==> src/rtl/md_sequencer.sv <==
// Iterative multiply/divide unit with HI/LO registers for the EX stage.
// One shift-add (mult) or restoring-subtract (div) step per cycle, then a sign-fixup cycle.
module md_sequencer #(
    parameter int WIDTH = 32
) (
    input  logic             clk,
    input  logic             reset,
    input  logic             start,
    input  logic [1:0]       md_op,
    input  logic [WIDTH-1:0] A,
    input  logic [WIDTH-1:0] B,
    input  logic             hi_we,
    input  logic             lo_we,
    input  logic [WIDTH-1:0] wdata,
    output logic             busy,
    output logic             done,
    output logic [WIDTH-1:0] HI,
    output logic [WIDTH-1:0] LO
);
    localparam int CW = $clog2(WIDTH);

    typedef enum logic [1:0] {S_IDLE, S_MUL, S_DIV, S_FIX} state_t;

    state_t           r_state;
    state_t           w_state_next;
    logic [CW-1:0]    r_cnt;
    logic [WIDTH-1:0] r_acc;
    logic [WIDTH-1:0] r_q;
    logic [WIDTH-1:0] r_b;
    logic [WIDTH-1:0] r_hi;
    logic [WIDTH-1:0] r_lo;
    logic             r_is_div;
    logic             r_neg_q;
    logic             r_neg_r;
    logic             r_done;
    logic             w_busy;

    // Operand conditioning at launch. A divide by zero keeps A raw and clears
    // both sign flags so the iterations leave HI=A and LO=all ones untouched.
    logic             w_signed;
    logic             w_div;
    logic             w_dbz;
    logic             w_a_neg;
    logic             w_b_neg;
    logic [WIDTH-1:0] w_a_mag;
    logic [WIDTH-1:0] w_b_mag;

    assign w_signed = md_op[0];
    assign w_div    = md_op[1];
    assign w_dbz    = w_div & (B == '0);
    assign w_a_neg  = w_signed & A[WIDTH-1] & ~w_dbz;
    assign w_b_neg  = w_signed & B[WIDTH-1];
    assign w_a_mag  = w_a_neg ? -A : A;
    assign w_b_mag  = w_b_neg ? -B : B;

    // Multiply step: conditional add of the multiplicand, then shift {acc,q} right.
    logic [WIDTH:0]   w_mul_sum;
    assign w_mul_sum = {1'b0, r_acc} + (r_q[0] ? {1'b0, r_b} : '0);

    // Divide step: shift next dividend bit into the remainder and trial-subtract.
    logic [WIDTH:0]   w_div_shift;
    logic             w_div_ok;
    logic [WIDTH-1:0] w_div_diff;
    assign w_div_shift = {r_acc, r_q[WIDTH-1]};
    assign w_div_ok    = (w_div_shift >= {1'b0, r_b});
    assign w_div_diff  = w_div_shift[WIDTH-1:0] - r_b;

    logic [2*WIDTH-1:0] w_prod;
    logic [2*WIDTH-1:0] w_prod_fix;
    assign w_prod     = {r_acc, r_q};
    assign w_prod_fix = r_neg_q ? -w_prod : w_prod;

    always_ff @(posedge clk) begin
        if (reset) begin
            r_state <= S_IDLE;
        end else begin
            r_state <= w_state_next;
        end
    end

    always_comb begin
        w_state_next = r_state;
        case (r_state)
            S_IDLE:  if (start) w_state_next = w_div ? S_DIV : S_MUL;
            S_MUL,
            S_DIV:   if (r_cnt == CW'(WIDTH-1)) w_state_next = S_FIX;
            default: w_state_next = S_IDLE;
        endcase
    end

    always_comb begin
        w_busy = (r_state != S_IDLE);
    end

    always_ff @(posedge clk) begin
        if (reset) begin
            r_cnt    <= '0;
            r_acc    <= '0;
            r_q      <= '0;
            r_b      <= '0;
            r_is_div <= 1'b0;
            r_neg_q  <= 1'b0;
            r_neg_r  <= 1'b0;
        end else begin
            case (r_state)
                S_IDLE: if (start) begin
                    r_cnt    <= '0;
                    r_acc    <= '0;
                    r_q      <= w_div ? w_a_mag : w_b_mag;
                    r_b      <= w_div ? w_b_mag : w_a_mag;
                    r_is_div <= w_div;
                    r_neg_q  <= w_a_neg ^ w_b_neg;
                    r_neg_r  <= w_div & w_a_neg;
                end
                S_MUL: begin
                    r_acc <= w_mul_sum[WIDTH:1];
                    r_q   <= {w_mul_sum[0], r_q[WIDTH-1:1]};
                    r_cnt <= r_cnt + 1'b1;
                end
                S_DIV: begin
                    r_acc <= w_div_ok ? w_div_diff : w_div_shift[WIDTH-1:0];
                    r_q   <= {r_q[WIDTH-2:0], w_div_ok};
                    r_cnt <= r_cnt + 1'b1;
                end
                default: ;
            endcase
        end
    end

    always_ff @(posedge clk) begin
        if (reset) begin
            r_hi   <= '0;
            r_lo   <= '0;
            r_done <= 1'b0;
        end else begin
            r_done <= (r_state == S_FIX);
            if (r_state == S_FIX) begin
                if (r_is_div) begin
                    r_lo <= r_neg_q ? -r_q : r_q;
                    r_hi <= r_neg_r ? -r_acc : r_acc;
                end else begin
                    {r_hi, r_lo} <= w_prod_fix;
                end
            end else if (r_state == S_IDLE && !start) begin
                if (hi_we) r_hi <= wdata;
                if (lo_we) r_lo <= wdata;
            end
        end
    end

    assign busy = w_busy;
    assign done = r_done;
    assign HI   = r_hi;
    assign LO   = r_lo;

endmodule

==> config.mk <==
export PLATFORM = sky130hd
export DESIGN_NAME = md_sequencer
export DESIGN_NICKNAME = d
export VERILOG_FILES = /design/src/rtl/md_sequencer.sv
export SDC_FILE = /design/constraint.sdc
export NUM_CORES = 1
export LEC_CHECK = 0
export ABC_AREA = 1
export ABC_CLOCK_PERIOD_IN_PS = 3000
export CAP_MARGIN = 20
export CORE_ASPECT_RATIO = 0.6
export CORE_MARGIN = 5
export CORE_UTILIZATION = 30
export CTS_BUF_LIST = sky130_fd_sc_hd__clkbuf_2
export CTS_CLUSTER_DIAMETER = 30
export DETAILED_ROUTE_END_ITERATION = 8
export RECOVER_POWER = 50
export SYNTH_ARGS = -nofsm -noshare
export SYNTH_HDL_FRONTEND = slang
export SYNTH_SLANG_ARGS = --single-unit
==> constraint.sdc <==
create_clock -name clk -period 3 [get_ports clk]
set_clock_uncertainty 0.15 [all_clocks]
set_input_delay 0.6 -clock clk [delete_from_list [all_inputs] [get_ports clk]]
set_output_delay 0.6 -clock clk [all_outputs]
set_load 0.005 [all_outputs]
==> results.yml, run 1 <==
place:
  dpl_cell_area_um2: 21760
  io_buffers: 168
  gp_congestion: 1.074
  dp_slack_ns: -0.08726
  hpwl_mm: 77.30
  dp_cells: 4222
routing:
  num_vias: 22780
  vias_per_cell: 5.345
  drc: 0
  dr.first_iter.drc_count: 3487
  first_pass_iters: 9
  ant_nets: 0
  routedWlPerCell_um: 21.52
  wirelength_mm: 91.73
setup_path:
  start_kind: "register"
  cpMostUsedCell: "nand2_1"
  slowest_stage: "dfxtp_2"
  reg2reg_from: "r_q[0]"
  endpoint_kind: "register"
  r2r_cells: 13
  arrival_ns: 3.68
  cp_max_fo: 14
  critPathRequiredTime_ns: 3.71
  r2r-end: "r_acc[9]"
  crit_path_cell_trace: "buf_12 > buf_4 > nand2_1 > inv_1 > ha_1 > a21oi_1 > o21ai_0 > inv_1 > nand2_1 > o21ai_0 > nand2_1 > nand2_1 > a21oi_1"
  slowest_delay_ns: 0.41
  critPathKind: "reg2reg"
  rrSetupSlack_ns: 0.02
timing:
  max_freq_mhz: 335.9
  setup_violations: 0
  postLayoutSetupSlackWorst_ns: 0.02277
  rsz0062_at_grt: "no"
  tightest_slew_ns: 1.250
  finalHoldViolCount: 0
  period_share_pct: 99.24
  drv_slew: 0
  layout_min_cycle_time_ns: 2.977
  relSlewSlack_pct: 16.68
run_status:
  status: "finished, final reports clean"
cells_and_area:
  multi_input_comb_area_um2: 12120
  fin_cells: 4262
  syn_to_final_growth_pct: 26.11
  drive_above_1_share_pct: 10.35
  nets: 3655
  final_area_um2: 22080
  fillers: 6453
  seq_area_um2: 3443
clock_network:
  path_clk_slew_ns: 0.34
  cts_buffer_depth: 2
  cts_root_buffer: "clkbuf_2"
  clock_latency_ns: 0.97
  cts_buffers: 17
  cts_tree: "yes"
  cts.sinks: 171
  cts_max_level: 4
synth:
  syn-cell-area_um2: 17510
  synth_seq_area_share_pct: 19.55
  netlist_instances: 3157
  synth-edff-count: 0
  synth-seq-cells: 171
  avgSynthCellArea_um2: 5.547
  synth.distinct_cells: 53
  yosysWarnings: 0
  synth_flop_cell: "dfxtp_1"
  ys_async_sr_fraction_pct: 0
  syn_nets: 3336
floorplan:
  core-area_um2: 57600
  initial_core_util_pct: 30.40
  io_pins: 169
  die_x_um: 321.9
  die_height_um: 197.1
  dieArea_um2: 63460
  rows: 68
power_and_ir_drop:
  ir_worst_vdd_mv: 0.4701
  pwr-share-seq_pct: 24.7
  p_sw_share_pct: 55.09
  total_power_uw: 12760
  pwr-share-comb_pct: 64.3
  pwr-share-clk_pct: 11.0
  p_per_area_nw_per_um2: 578.0
  switchingPower_uw: 7032
  p_leak_uw: 0.01074
  p_int_uw: 5733
grt:
  grt_max_degree: 101
  antenna_found_initial: 4
  grtUsageTotal_pct: 27.67
  grt-ovfl-total: 0
  grt_pass1_wl_mm: 133.0
  grt_pass1_vias: 19890
min_path:
  min_from: "wdata[26]"
  hold_class: "in2reg"
  min_path_cells: 3
  holdPathEnd: "LO[26]"
job:
  cap_violations: 0
-- metrics by stage --
step           hold slack [ns]  util [%]  setup TNS (ns)
3_5_place_dp            0.3183     37.78         -0.3262
5_1_grt                0.05851     38.34               0
2_1_floorplan           0.2997         -               0
4_1_cts                0.05409     38.21               0
3_3_place_gp            0.3146     37.78         -0.3024
6_report                0.1042     38.34               0
-- layout make-up --
cell class / instances / share of cell area (%)
multi-input cells: 2446 / 54.88
repair buffers: 419 / 16.90
flip-flops and latches: 171 / 15.59
inverters: 421 / 7.155
well taps: 770 / 4.362
clock inverters: 15 / 0.6912
clock buffers: 17 / 0.3852
diodes: 3 / 0.03399
-- worst max-delay path by stage --
stage / start / to / slack (ns) / cells past startpoint
after CTS: r_state[0] / busy / 0.02 / 4
after detailed placement: B[0] / r_q[31] / -0.09 / 10
after global routing: r_b[3] / r_acc[26] / 0.002 / 16
after global placement: B[0] / r_q[12] / -0.09 / 11
after floorplan: r_q[0] / r_acc[31] / 0.58 / 18
final: r_q[0] / r_acc[9] / 0.02 / 13
-- placed cells by master (no fill, tap or decap), types with 9 or more instances in the layout --
cell type | synthesis | final
a22oi_1 | 49 | 49
o22ai_1 | 36 | 36
a31oi_1 | 12 | 12
nand3b_1 | 21 | 21
nor2_1 | 266 | 261
nand2_2 | 6 | 9
o21ai_0 | 197 | 201
buf_4 | 4 | 227
clkbuf_2 | 0 | 21
nand4_1 | 37 | 37
dfxtp_2 | 0 | 13
a21oi_2 | 2 | 12
clkdlybuf4s50_1 | 0 | 165
inv_1 | 412 | 410
nor3_1 | 37 | 36
dfxtp_1 | 171 | 157
xnor2_1 | 16 | 16
o211ai_1 | 15 | 15
buf_12 | 0 | 15
o21bai_1 | 17 | 17
nand2_1 | 1038 | 1034
ha_1 | 74 | 68
nand3_1 | 284 | 284
a21oi_1 | 214 | 204
o21ai_1 | 19 | 14
xor2_1 | 41 | 41
-- power groups by stage --
stage | clock network [µW] | logic [µW] | registers (µW)
finish | 1400 | 8210 | 3150
global route | 1500 | 8840 | 3170
CTS | 1410 | 7970 | 3110
detailed placement | 0 | 7940 | 3150
global placement | 0 | 7970 | 3160
floorplan | 0 | 4650 | 2940
-- per-layer routing --
layer | global-route usage (%) | up-vias | share of wire, %
li1 | - | 10930 | -
met1 | 46.70 | 10410 | 50
met2 | 32.81 | 1364 | 34
met3 | 8.664 | 75 | 15
met4 | 4.048 | 2 | 1.3
met5 | 0 | - | 0.0076
-- worst max-delay path, delay by kind of cell (launching register included) --
family	cells	cell delay, ns
AO/OA/AOI/OAI	4	1.03
buffers and inverters	4	0.50
AND/OR/NAND/NOR	4	0.41
flip-flops	1	0.41
adder cells (fa/ha/maj)	1	0.39
-- cell families after synthesis --
family,count (synthesis),synth area share [%]
AOI/OAI and AO/OA,589,19.00
buffers and inverters,540,11.88
adders and majority gates,76,5.516
DFF,171,19.55
xor gates and xnor gates,57,2.851
and+or+nand+nor,1724,41.20
-- cell usage after synthesis, drive strengths merged, types with 12 or more instances --
| master | number | area share [%] |
|---|---|---|
| nand4 | 38 | 1.4 |
| buf | 36 | 1.1 |
| nand2 | 1047 | 23 |
| a21oi | 216 | 6.2 |
| nand3b | 21 | 0.90 |
| nor3 | 39 | 1.2 |
| xor2 | 41 | 2.1 |
| o21ai | 220 | 6.4 |
| a22oi | 49 | 2.1 |
| a31oi | 12 | 0.43 |
| nor2 | 274 | 6.1 |
| o22ai | 36 | 1.3 |
| o211ai | 15 | 0.64 |
| clkbuf | 83 | 1.8 |
| inv | 417 | 8.9 |
| nand3 | 285 | 8.2 |
| dfxtp | 171 | 20 |
| ha | 74 | 5.3 |
| xnor2 | 16 | 0.80 |
| o21bai | 17 | 0.73 |
-- sequential cells by signal (all words and copies together) (netlist names) --
register,count
r_q,32
r_cnt,5
HI,32
r_neg_r,1
done,1
r_state,2
LO,32
r_is_div,1
r_acc,32
r_neg_q,1
r_b,32
-- timing repair --
action / 4_1_cts / 5_1_grt
endpoints found under the setup margin: 1 / 36
endpoints found under the hold margin: 12 / 0
setup buffers: 0 / 4
hold buffers: 1 / 0
resized for setup: 3 / 44
pin swaps: 0 / 1
(Power assumes the default switching activity.)
==> inputs of run 2 (changes only) <==
- ABC_CLOCK_PERIOD_IN_PS: 3000 -> 3100
- clock period: 3 -> 3.1 ns (I/O delays scaled with it)
==> results.yml, run 2 (synthesis gave the netlist of run 1 again) <==
power_and_ir_drop:
  pwr-share-comb_pct: 63.5
  pwr-share-seq_pct: 24.5
  switchingPower_uw: 6718
  p_per_area_nw_per_um2: 558.4
  ir_worst_vdd_mv: 0.4798
  pwr-share-clk_pct: 11.9
  p_sw_share_pct: 53.92
  p_leak_uw: 0.01097
  p_int_uw: 5741
timing:
  tns_ns: 0
  finalHoldViolCount: 0
  period_share_pct: 96.39
  hold_slack_ns: 0.1680
  rsz0062_at_grt: "no"
  max_freq_mhz: 334.7
  layout_min_cycle_time_ns: 2.988
  relSlewSlack_pct: 34.43
  drv_slew: 0
  setup_violations: 0
  postLayoutSetupSlackWorst_ns: 0.1120
  tightest_slew_ns: 0.9775
cells_and_area:
  drive_above_1_share_pct: 10.78
  syn_to_final_growth_pct: 27.41
  nets: 3699
  fin_cells: 4305
  final_area_um2: 22310
  layout_commonest_cell: "nand2_1"
  layout_common_cells: "nand2_1, inv_1, nand3_1, buf_4, nor2_1"
clock_network:
  cts.sinks: 171
  cts_buffers: 17
  cts_max_level: 4
  postCtsSetupBuffers: 0
  path_clk_slew_ns: 0.31
  cts_root_buffer: "clkbuf_2"
  cts_tree: "yes"
  cts_buffer_depth: 2
  clock_latency_ns: 0.94
routing:
  num_vias: 22990
  routedWlPerCell_um: 21.33
  dr.first_iter.drc_count: 3238
  wirelength_mm: 91.82
  first_pass_iters: 8
  drc: 0
  ant_nets: 0
  vias_per_cell: 5.340
setup_path:
  cp_max_fo: 26
  critPathRequiredTime_ns: 3.80
  endpoint_kind: "register"
  arrival_ns: 3.69
  start_kind: "register"
  critPathKind: "reg2reg"
floorplan:
  die_height_um: 197.1
  die_x_um: 321.9
  initial_core_util_pct: 30.40
  rows: 68
  io_pins: 169
  core-area_um2: 57600
  dieArea_um2: 63460
grt:
  grt_pass1_wl_mm: 134.1
  grtUsageTotal_pct: 27.84
  grt-ovfl-total: 0
  grt_max_degree: 102
  antenna_found_initial: 2
  grt_pass1_vias: 20060
place:
  dpl_cell_area_um2: 22060
  hpwl_mm: 77.33
  io_buffers: 168
  dp_cells: 4270
  gp_congestion: 1.040
  dp_slack_ns: -0.06706
run_status:
  status: "finished, final reports clean"
job:
  cap_violations: 0
min_path:
  hold_class: "in2reg"
## run 2: changes by cell type in the layout (fill, tap and decap cells not counted), sizes merged
cell / before / now
dlygate4sd3: 2 / 13
clkdlybuf4s50: 165 / 154
inv: 425 / 423
diode: 3 / 2
bufinv: 0 / 3
dlymetal6s2s: 1 / 0
clkinv: 10 / 9
buf: 242 / 286
clkbuf: 25 / 26
## run 2: power by group through the flow
| stage | Combinational, µW | Clock, µW | Sequential (µW) |
|---|---|---|---|
| 3_3_place_gp | 7710 | 0 | 3060 |
| 5_1_grt | 8510 | 1580 | 3070 |
| 4_1_cts | 7720 | 1480 | 3010 |
| 6_report | 7910 | 1490 | 3060 |
| 3_5_place_dp | 7700 | 0 | 3060 |
| 2_1_floorplan | 4500 | 0 | 2850 |
## run 2: area by class of cell
| cell class | instances | area (µm²) |
|---|---|---|
| clock inverters | 15 | 182.7 |
| fillers | 6474 | 35290 |
| flip-flops and latches | 171 | 3441 |
| multi-input cells | 2446 | 12040 |
| well taps | 770 | 963.4 |
| repair buffers | 463 | 4011 |
| diodes | 2 | 5.005 |
| inverters | 421 | 1580 |
| clock buffers | 17 | 85.08 |
## run 2: worst paths after layout
kind                            startpoint        end  slack, ns  cells after the start
worst max-delay path               r_b[21]  r_acc[11]       0.11                     15
worst min-delay path              wdata[0]      LO[0]       0.17                      3
worst max register to register     r_b[21]  r_acc[11]       0.11                     15
worst min register to register    r_cnt[4]   r_cnt[4]       0.35                      2
## run 2: worst max-delay path, cell delays in order (launching register included)
cell and delay [ns]:
dfxtp_1 0.44, inv_1 0.13, ha_2 0.41, nand2_1 0.09, nor2_1 0.20, nand2_1 0.12
nor2_2 0.22, nand2_1 0.10, nand2_1 0.11, nor2_4 0.05, buf_4 0.24, nand3b_1 0.12
nand3_1 0.10, nand2_1 0.24, nand2_1 0.09, a21oi_1 0.13
## run 2: timing repair
item,in CTS,in global routing
endpoints found under the hold margin,11,0
hold buffers,1,0
setup endpoints to repair,1,29
gates resized for setup,3,24
## run 2: metal layers
metal | wire, µm | GRT usage, %
met1 | 45240 | 46.25
met2 | 31380 | 33.39
met3 | 14080 | 9.800
met4 | 1114 | 3.472
met5 | 0 | 0
## run 2: per-stage QoR
stage	utilization (%)	power, µW
global route	38.73	13160
detailed placement	38.29	10760
global placement	38.29	10770
floorplan	-	7351
finish	38.73	12460
CTS	38.78	12220
